===== config.mk =====
export PLATFORM = sky130hd
export DESIGN_NAME = nec_ir_rx_flat
export DESIGN_NICKNAME = d
export VERILOG_FILES = /design/src/rtl/nec_ir_rx_if.sv /design/src/rtl/nec_ir_rx.sv /design/src/flat_wrapper.sv
export SDC_FILE = /design/constraint.sdc
export NUM_CORES = 1
export LEC_CHECK = 0
export CORE_ASPECT_RATIO = 0.75
export CORE_MARGIN = 3
export CORE_UTILIZATION = 45
export DETAILED_ROUTE_END_ITERATION = 10
export DONT_BUFFER_PORTS = 1
export PLACE_DENSITY = 0.68
export SLEW_MARGIN = 20
export SYNTH_ARGS = -nofsm -noshare
export SYNTH_HDL_FRONTEND = slang
export SYNTH_SLANG_ARGS = --single-unit

===== constraint.sdc =====
create_clock -name clk -period 6.4 [get_ports clk]
set_input_delay 0.96 -clock clk [delete_from_list [all_inputs] [get_ports clk]]
set_output_delay 0.96 -clock clk [all_outputs]
set_load 0.005 [all_outputs]

===== src/rtl/nec_ir_rx_if.sv =====
// Decoded-frame output bundle of the NEC IR receiver: latched address/command
// plus the three one-cycle event strobes.
interface nec_ir_rx_if;
  logic [15:0] addr;
  logic [7:0]  cmd;
  logic        valid;
  logic        rpt;
  logic        err;

  modport master (output addr, cmd, valid, rpt, err);
  modport slave  (input  addr, cmd, valid, rpt, err);
endinterface


===== src/rtl/nec_ir_rx.sv =====
// NEC infrared receiver: synchronises the demodulated IR line, times bursts and
// spaces on a 10 us tick, decodes leader/data/repeat and latches address/command.
module nec_ir_rx #(
  parameter int unsigned CLK_FREQ = 100_000_000,
  parameter bit          INV_IN   = 1'b1
) (
  input  logic        clk,
  input  logic        rst_n,
  input  logic        en,
  input  logic        ir_in,
  nec_ir_rx_if.master rx
);

  localparam int unsigned DIV     = CLK_FREQ / 100_000;
  localparam int unsigned PW      = (DIV > 1) ? $clog2(DIV) : 1;
  localparam logic [10:0] CNT_MAX = 11'd1200;

  localparam logic [10:0] LEAD_B_LO = 11'd800;
  localparam logic [10:0] LEAD_B_HI = 11'd1000;
  localparam logic [10:0] LEAD_S_LO = 11'd400;
  localparam logic [10:0] LEAD_S_HI = 11'd500;
  localparam logic [10:0] REP_S_LO  = 11'd200;
  localparam logic [10:0] REP_S_HI  = 11'd250;
  localparam logic [10:0] SHORT_LO  = 11'd40;
  localparam logic [10:0] SHORT_HI  = 11'd70;
  localparam logic [10:0] LONG_LO   = 11'd140;
  localparam logic [10:0] LONG_HI   = 11'd190;

  typedef enum logic [2:0] {
    IDLE,
    LEAD_BURST,
    LEAD_SPACE,
    BIT_BURST,
    BIT_SPACE,
    REP_STOP
  } state_t;

  function automatic logic in_win(input logic [10:0] v,
                                  input logic [10:0] lo,
                                  input logic [10:0] hi);
    return (v >= lo) && (v <= hi);
  endfunction

  // Synchroniser, then a registered edge pulse aligned with the new level in s3
  logic s1, s2, s3, edge_q;
  logic burst;

  always_ff @(posedge clk or negedge rst_n) begin
    if (!rst_n) begin
      s1     <= INV_IN;
      s2     <= INV_IN;
      s3     <= INV_IN;
      edge_q <= 1'b0;
    end else begin
      s1     <= ir_in;
      s2     <= s1;
      s3     <= s2;
      edge_q <= s2 ^ s3;
    end
  end

  assign burst = s3 ^ INV_IN;

  // meas includes the tick landing in the current cycle so an edge sees floor(duration/tick)
  logic [PW-1:0] pre;
  logic          tick;
  logic [10:0]   cnt;
  logic [10:0]   meas;

  assign tick = (pre == PW'(DIV - 1));
  assign meas = (cnt == CNT_MAX) ? CNT_MAX : cnt + {10'd0, tick};

  always_ff @(posedge clk or negedge rst_n) begin
    if (!rst_n) begin
      pre <= '0;
      cnt <= '0;
    end else if (edge_q) begin
      pre <= '0;
      cnt <= '0;
    end else begin
      pre <= tick ? '0 : pre + 1'b1;
      cnt <= meas;
    end
  end

  state_t      state, state_n;
  logic [31:0] sh, sh_n;
  logic [5:0]  idx, idx_n;
  logic [15:0] addr_q, addr_n;
  logic [7:0]  cmd_q, cmd_n;
  logic        have_frame, hf_n;
  logic        valid_q, valid_n;
  logic        rpt_q, rpt_n;
  logic        err_q, err_n;

  always_ff @(posedge clk or negedge rst_n) begin
    if (!rst_n) begin
      state      <= IDLE;
      sh         <= '0;
      idx        <= '0;
      addr_q     <= '0;
      cmd_q      <= '0;
      have_frame <= 1'b0;
      valid_q    <= 1'b0;
      rpt_q      <= 1'b0;
      err_q      <= 1'b0;
    end else begin
      state      <= state_n;
      sh         <= sh_n;
      idx        <= idx_n;
      addr_q     <= addr_n;
      cmd_q      <= cmd_n;
      have_frame <= hf_n;
      valid_q    <= valid_n;
      rpt_q      <= rpt_n;
      err_q      <= err_n;
    end
  end

  always_comb begin
    state_n = state;
    sh_n    = sh;
    idx_n   = idx;
    addr_n  = addr_q;
    cmd_n   = cmd_q;
    hf_n    = have_frame;
    valid_n = 1'b0;
    rpt_n   = 1'b0;
    err_n   = 1'b0;

    if (!en) begin
      state_n = IDLE;
    end else if (edge_q) begin
      case (state)
        IDLE: begin
          if (burst) state_n = LEAD_BURST;
        end
        LEAD_BURST: begin
          if (!burst) state_n = in_win(meas, LEAD_B_LO, LEAD_B_HI) ? LEAD_SPACE : IDLE;
        end
        LEAD_SPACE: begin
          if (burst) begin
            if (in_win(meas, LEAD_S_LO, LEAD_S_HI)) begin
              state_n = BIT_BURST;
              idx_n   = '0;
            end else if (in_win(meas, REP_S_LO, REP_S_HI)) begin
              state_n = REP_STOP;
            end else begin
              state_n = IDLE;
              err_n   = 1'b1;
            end
          end
        end
        BIT_BURST: begin
          if (!burst) begin
            if (!in_win(meas, SHORT_LO, SHORT_HI)) begin
              state_n = IDLE;
              err_n   = 1'b1;
            end else if (idx == 6'd32) begin
              state_n = IDLE;
              if (sh[31:24] == ~sh[23:16]) begin
                addr_n  = sh[15:0];
                cmd_n   = sh[23:16];
                hf_n    = 1'b1;
                valid_n = 1'b1;
              end else begin
                err_n = 1'b1;
              end
            end else begin
              state_n = BIT_SPACE;
            end
          end
        end
        BIT_SPACE: begin
          if (burst) begin
            if (in_win(meas, SHORT_LO, SHORT_HI)) begin
              sh_n    = {1'b0, sh[31:1]};
              idx_n   = idx + 6'd1;
              state_n = BIT_BURST;
            end else if (in_win(meas, LONG_LO, LONG_HI)) begin
              sh_n    = {1'b1, sh[31:1]};
              idx_n   = idx + 6'd1;
              state_n = BIT_BURST;
            end else begin
              state_n = IDLE;
              err_n   = 1'b1;
            end
          end
        end
        REP_STOP: begin
          if (!burst) begin
            state_n = IDLE;
            if (!in_win(meas, SHORT_LO, SHORT_HI)) err_n = 1'b1;
            else if (have_frame)                   rpt_n = 1'b1;
          end
        end
        default: state_n = IDLE;
      endcase
    end else if ((state != IDLE) && (meas == CNT_MAX)) begin
      // A stuck-on leader is treated as noise; any later stall is a broken frame
      state_n = IDLE;
      err_n   = (state != LEAD_BURST);
    end
  end

  assign rx.addr  = addr_q;
  assign rx.cmd   = cmd_q;
  assign rx.valid = valid_q;
  assign rx.rpt   = rpt_q;
  assign rx.err   = err_q;

endmodule

===== src/flat_wrapper.sv =====
// flat-port wrapper written by rule: the top's interface ports become plain ports
module nec_ir_rx_flat 
#(
  parameter int unsigned CLK_FREQ = 100_000_000,
  parameter bit          INV_IN   = 1'b1
)
  (clk, rst_n, en, ir_in, rx_addr, rx_cmd, rx_valid, rx_rpt, rx_err);
  nec_ir_rx_if rx_i ();
  input  logic clk;
  input  logic rst_n;
  input  logic en;
  input  logic ir_in;
  output wire logic [$bits(rx_i.addr)-1:0] rx_addr;
  output wire logic [$bits(rx_i.cmd)-1:0] rx_cmd;
  output wire logic [$bits(rx_i.valid)-1:0] rx_valid;
  output wire logic [$bits(rx_i.rpt)-1:0] rx_rpt;
  output wire logic [$bits(rx_i.err)-1:0] rx_err;
  assign rx_addr = rx_i.addr;
  assign rx_cmd = rx_i.cmd;
  assign rx_valid = rx_i.valid;
  assign rx_rpt = rx_i.rpt;
  assign rx_err = rx_i.err;
  nec_ir_rx #(.CLK_FREQ(CLK_FREQ), .INV_IN(INV_IN)) u_core (.clk(clk), .rst_n(rst_n), .en(en), .ir_in(ir_in), .rx(rx_i));
endmodule

==> insert_results.sql <==
INSERT INTO impl_metrics (metric_group, metric, value, unit) VALUES
('floorplan', 'die-area', '12200', 'um^2'),
('global_route', 'first_global_vias', '3162', ''),
('detailed_routing', 'firstDrtPassIters', '5', ''),
('clock_tree', 'worstSkewPairLatency', '0.34', 'ns'),
('pwr', 'power', '1200', 'uW'),
('detailed_routing', 'top_layer_used', 'met4', ''),
('sta', 'max_freq', '217', 'MHz'),
('logic_synthesis', 'post_synth_xor_area_fraction', '0.0499', ''),
('floorplan', 'top_level_ports', '31', ''),
('logic_synthesis', 'synth_top_family_by_area', 'simple AND/OR/NAND/NOR gates', ''),
('worst_setup_path', 'reg2regPathDepth', '12', ''),
('logic_synthesis', 'synth_top_area_share', '0.465', ''),
('floorplan', 'fp.coreArea', '10500', 'um^2'),
('global_route', 'grt_residual_overflow', '0', ''),
('logic_synthesis', 'synth-warning-count', '0', ''),
('clock_tree', 'cts_buffers', '9', ''),
('sta', 'clock_skew', '0.00794', 'ns'),
('run_status', 'run_status', 'finished clean', ''),
('worst_setup_path', 'worst-setup-path-type', 'reg2reg', ''),
('final_layout', 'layout_overhead_on_the_synthesized_area', '6.70', '%'),
('sta', 'fin_hold_ws', '0.311', 'ns'),
('detailed_routing', 'totalWireLength', '9.53', 'mm'),
('sta', 'worst_slew_pin_slew', '0.891', 'ns'),
('sta', 'hold_viol', '0', ''),
('logic_synthesis', 'synthTopCellsByArea', 'dfrtp_1 (47%), mux2_2 (7.6%), mux2_1 (5.3%), xnor2_1 (3.4%), nor2_1 (2.6%)', ''),
('sta', 'final_min_period_over_clock_period', '0.721', ''),
('floorplan', 'die_w', '126', 'um'),
('clock_tree', 'root_buffer_master', 'clkbuf_16', ''),
('final_layout', 'num_antenna_cells', '0', ''),
('worst_setup_path', 'timing.critical_path.arrival', '4.84', 'ns'),
('detailed_routing', 'detail_route.vias_per_cell', '5.81', ''),
('floorplan', 'placement_rows', '32', ''),
('detailed_routing', 'm1_wl', '4.69', 'mm'),
('clock_tree', 'post-cts-setup-buffer-count', '0', ''),
('logic_synthesis', 'synth_common_cells', 'dfrtp_1 (91), nor2_1 (34), mux2_2 (33)', ''),
('floorplan', 'initial_core_util', '0.468', ''),
('pwr', 'p_leak', '0.00240', 'uW'),
('detailed_routing', 'route.detailed.drc', '0', ''),
('clock_tree', 'clock_tree.htree_level_count', '3', ''),
('detailed_routing', 'route.antenna.remaining_nets', '0', ''),
('detailed_routing', 'wire_per_inst', '17.0', 'um'),
('pwr', 'max-vdd-ir-drop', '0.136', 'mV'),
('sta', 'finalWorstSetupSlack', '1.79', 'ns'),
('logic_synthesis', 'synth.cell_area', '4890', 'um^2'),
('logic_synthesis', 'synthFlopType', 'dfrtp_1', ''),
('job', 'drv.max_cap_violation_count', '0', ''),
('sta', 'grt_setup_unrepaired', 'false', ''),
('worst_setup_path', 'cp.required', '6.62', 'ns'),
('worst_setup_path', 'worstSetupStartpointType', 'register', ''),
('placed_design', 'dp_worst_setup_slack', '1.88', 'ns'),
('worst_hold_path', 'min-delay-path-class', 'in2async', ''),
('floorplan', 'die_height', '96.3', 'um'),
('detailed_routing', 'detailroute.via_count', '3262', ''),
('detailed_routing', 'detail_route.iter0.violations', '215', ''),
('clock_tree', 'cts.path.max_buffers', '2', ''),
('worst_setup_path', 'critPathMaxFanout', '21', ''),
('worst_setup_path', 'crit-reg2reg-launch', 'u_core.pre[5]', ''),
('worst_setup_path', 'crit_path_end_kind', 'register', ''),
('clock_tree', 'clkSinkCount', '94', ''),
('detailed_routing', 'met3_length', '566', 'um'),
('logic_synthesis', 'ys_seq_area_frac', '0.482', ''),
('logic_synthesis', 'cells_after_synthesis', '435', ''),
('logic_synthesis', 'ys_types', '74', ''),
('detailed_routing', 'dr_wl_met2', '4.10', 'mm'),
('logic_synthesis', 'synth_compound_area_frac', '0.0939', ''),
('logic_synthesis', 'synthAdderAreaFrac', '0.0128', ''),
('sta', 'fin_crit', '4.61', 'ns'),
('final_layout', 'design.final.nets', '430', ''),
('global_route', 'antenna_found_initial', '0', ''),
('global_route', 'largest_net_degree_at_the_start_of_global_routing', '95', ''),
('logic_synthesis', 'post_synth_mux_area_share', '0.136', '');
==> routing by layer <==
| layer | GRT usage | up-vias |
|---|---|---|
| met3 | 0.0494 | 18 |
| met2 | 0.236 | 83 |
| met5 | 0 | - |
| met4 | 0.0598 | 0 |
| li1 | - | 1550 |
| met1 | 0.236 | 1611 |
==> kinds of logic (layout without fill, tap and decap cells) <==
| group | count (synthesis) | after routing |
|---|---|---|
| simple gates | 149 | 149 |
| buf+inv | 40 | 30 |
| compound gates | 61 | 61 |
| flops | 94 | 94 |
| xor+xnor | 27 | 27 |
| fa+ha+maj | 5 | 5 |
| mux | 59 | 59 |
==> registers in the layout, indices dropped and copies added (netlist names) <==
name	flops
u_core.edge_q	1
u_core.cnt	11
u_core.s1	1
u_core.rx.addr	16
u_core.rx.err	1
u_core.have_frame	1
u_core.state	3
u_core.rx.valid	1
u_core.idx	6
u_core.s2	1
u_core.pre	10
u_core.sh	32
u_core.rx.rpt	1
u_core.rx.cmd	8
u_core.s3	1
==> how the worst max path moves through the flow <==
stage / start / to / slack [ns]
finish: u_core.pre[5] / u_core.sh[31] / 1.79
detailed placement: u_core.pre[0] / u_core.sh[17] / 1.88
CTS: u_core.pre[0] / u_core.sh[31] / 1.84
global placement: u_core.pre[5] / u_core.sh[17] / 1.96
global route: u_core.pre[5] / u_core.sh[20] / 1.35
floorplan: u_core.pre[0] / u_core.sh[13] / 3.10
==> through the flow <==
step                      area (um^2)  std cells
after detailed placement         4900        546
after global placement           4900        546
final                            5220        561
after global routing             5220        561
after floorplan                  4890        435
after CTS                        5220        561
==> area by class of cell <==
| type | count | area, um^2 |
|---|---|---|
| fill | 915 | 5230 |
| clock buffer | 9 | 225 |
| sequential | 94 | 2360 |
| inverter | 14 | 52.6 |
| timing repair buffer | 1 | 7.51 |
| multi-input combinational | 301 | 2320 |
| tap | 136 | 170 |
| clock inverter | 6 | 92.6 |
==> layout by cell type, fill, tap and decap left out, types with 3 or more instances in the layout <==
cell / count
dfrtp_1: 91
nor2_1: 34
mux2_2: 33
nand2_1: 23
mux2_1: 23
xnor2_1: 19
nand3_1: 15
inv_1: 14
nor3_1: 11
a21oi_1: 11
clkbuf_16: 9
o21ai_0: 8
nor4_1: 8
xor2_1: 7
and3_1: 6
and4_1: 6
nand4_1: 6
and2_1: 5
nand2b_1: 5
ha_1: 5
or3_1: 4
o31ai_1: 4
nor3b_1: 3
nor4bb_1: 3
a211oi_1: 3
a31oi_1: 3
a21o_1: 3
dfstp_2: 3
==> worst max-delay path, cell delays in order (launching register included) <==
cell and delay, ns:
dfrtp_1 0.40, and3_1 0.19, nand2_1 0.07, nor3_1 0.35
ha_1 0.46, nand4_1 0.48, nor3_1 0.42, o2111ai_1 0.14
o2bb2ai_1 0.24, a32oi_2 0.15, nor4_4 0.78, buf_4 0.43
mux2_2 0.38
==> power by group <==
group | switching [uW] | internal, uW | total [uW]
combinational | 14.8 | 9.81 | 24.6
clock | 224 | 343 | 566
sequential | 11.1 | 601 | 612
total | 250 | 953 | 1200
Note: power is estimated with default switching activity, not from simulation.
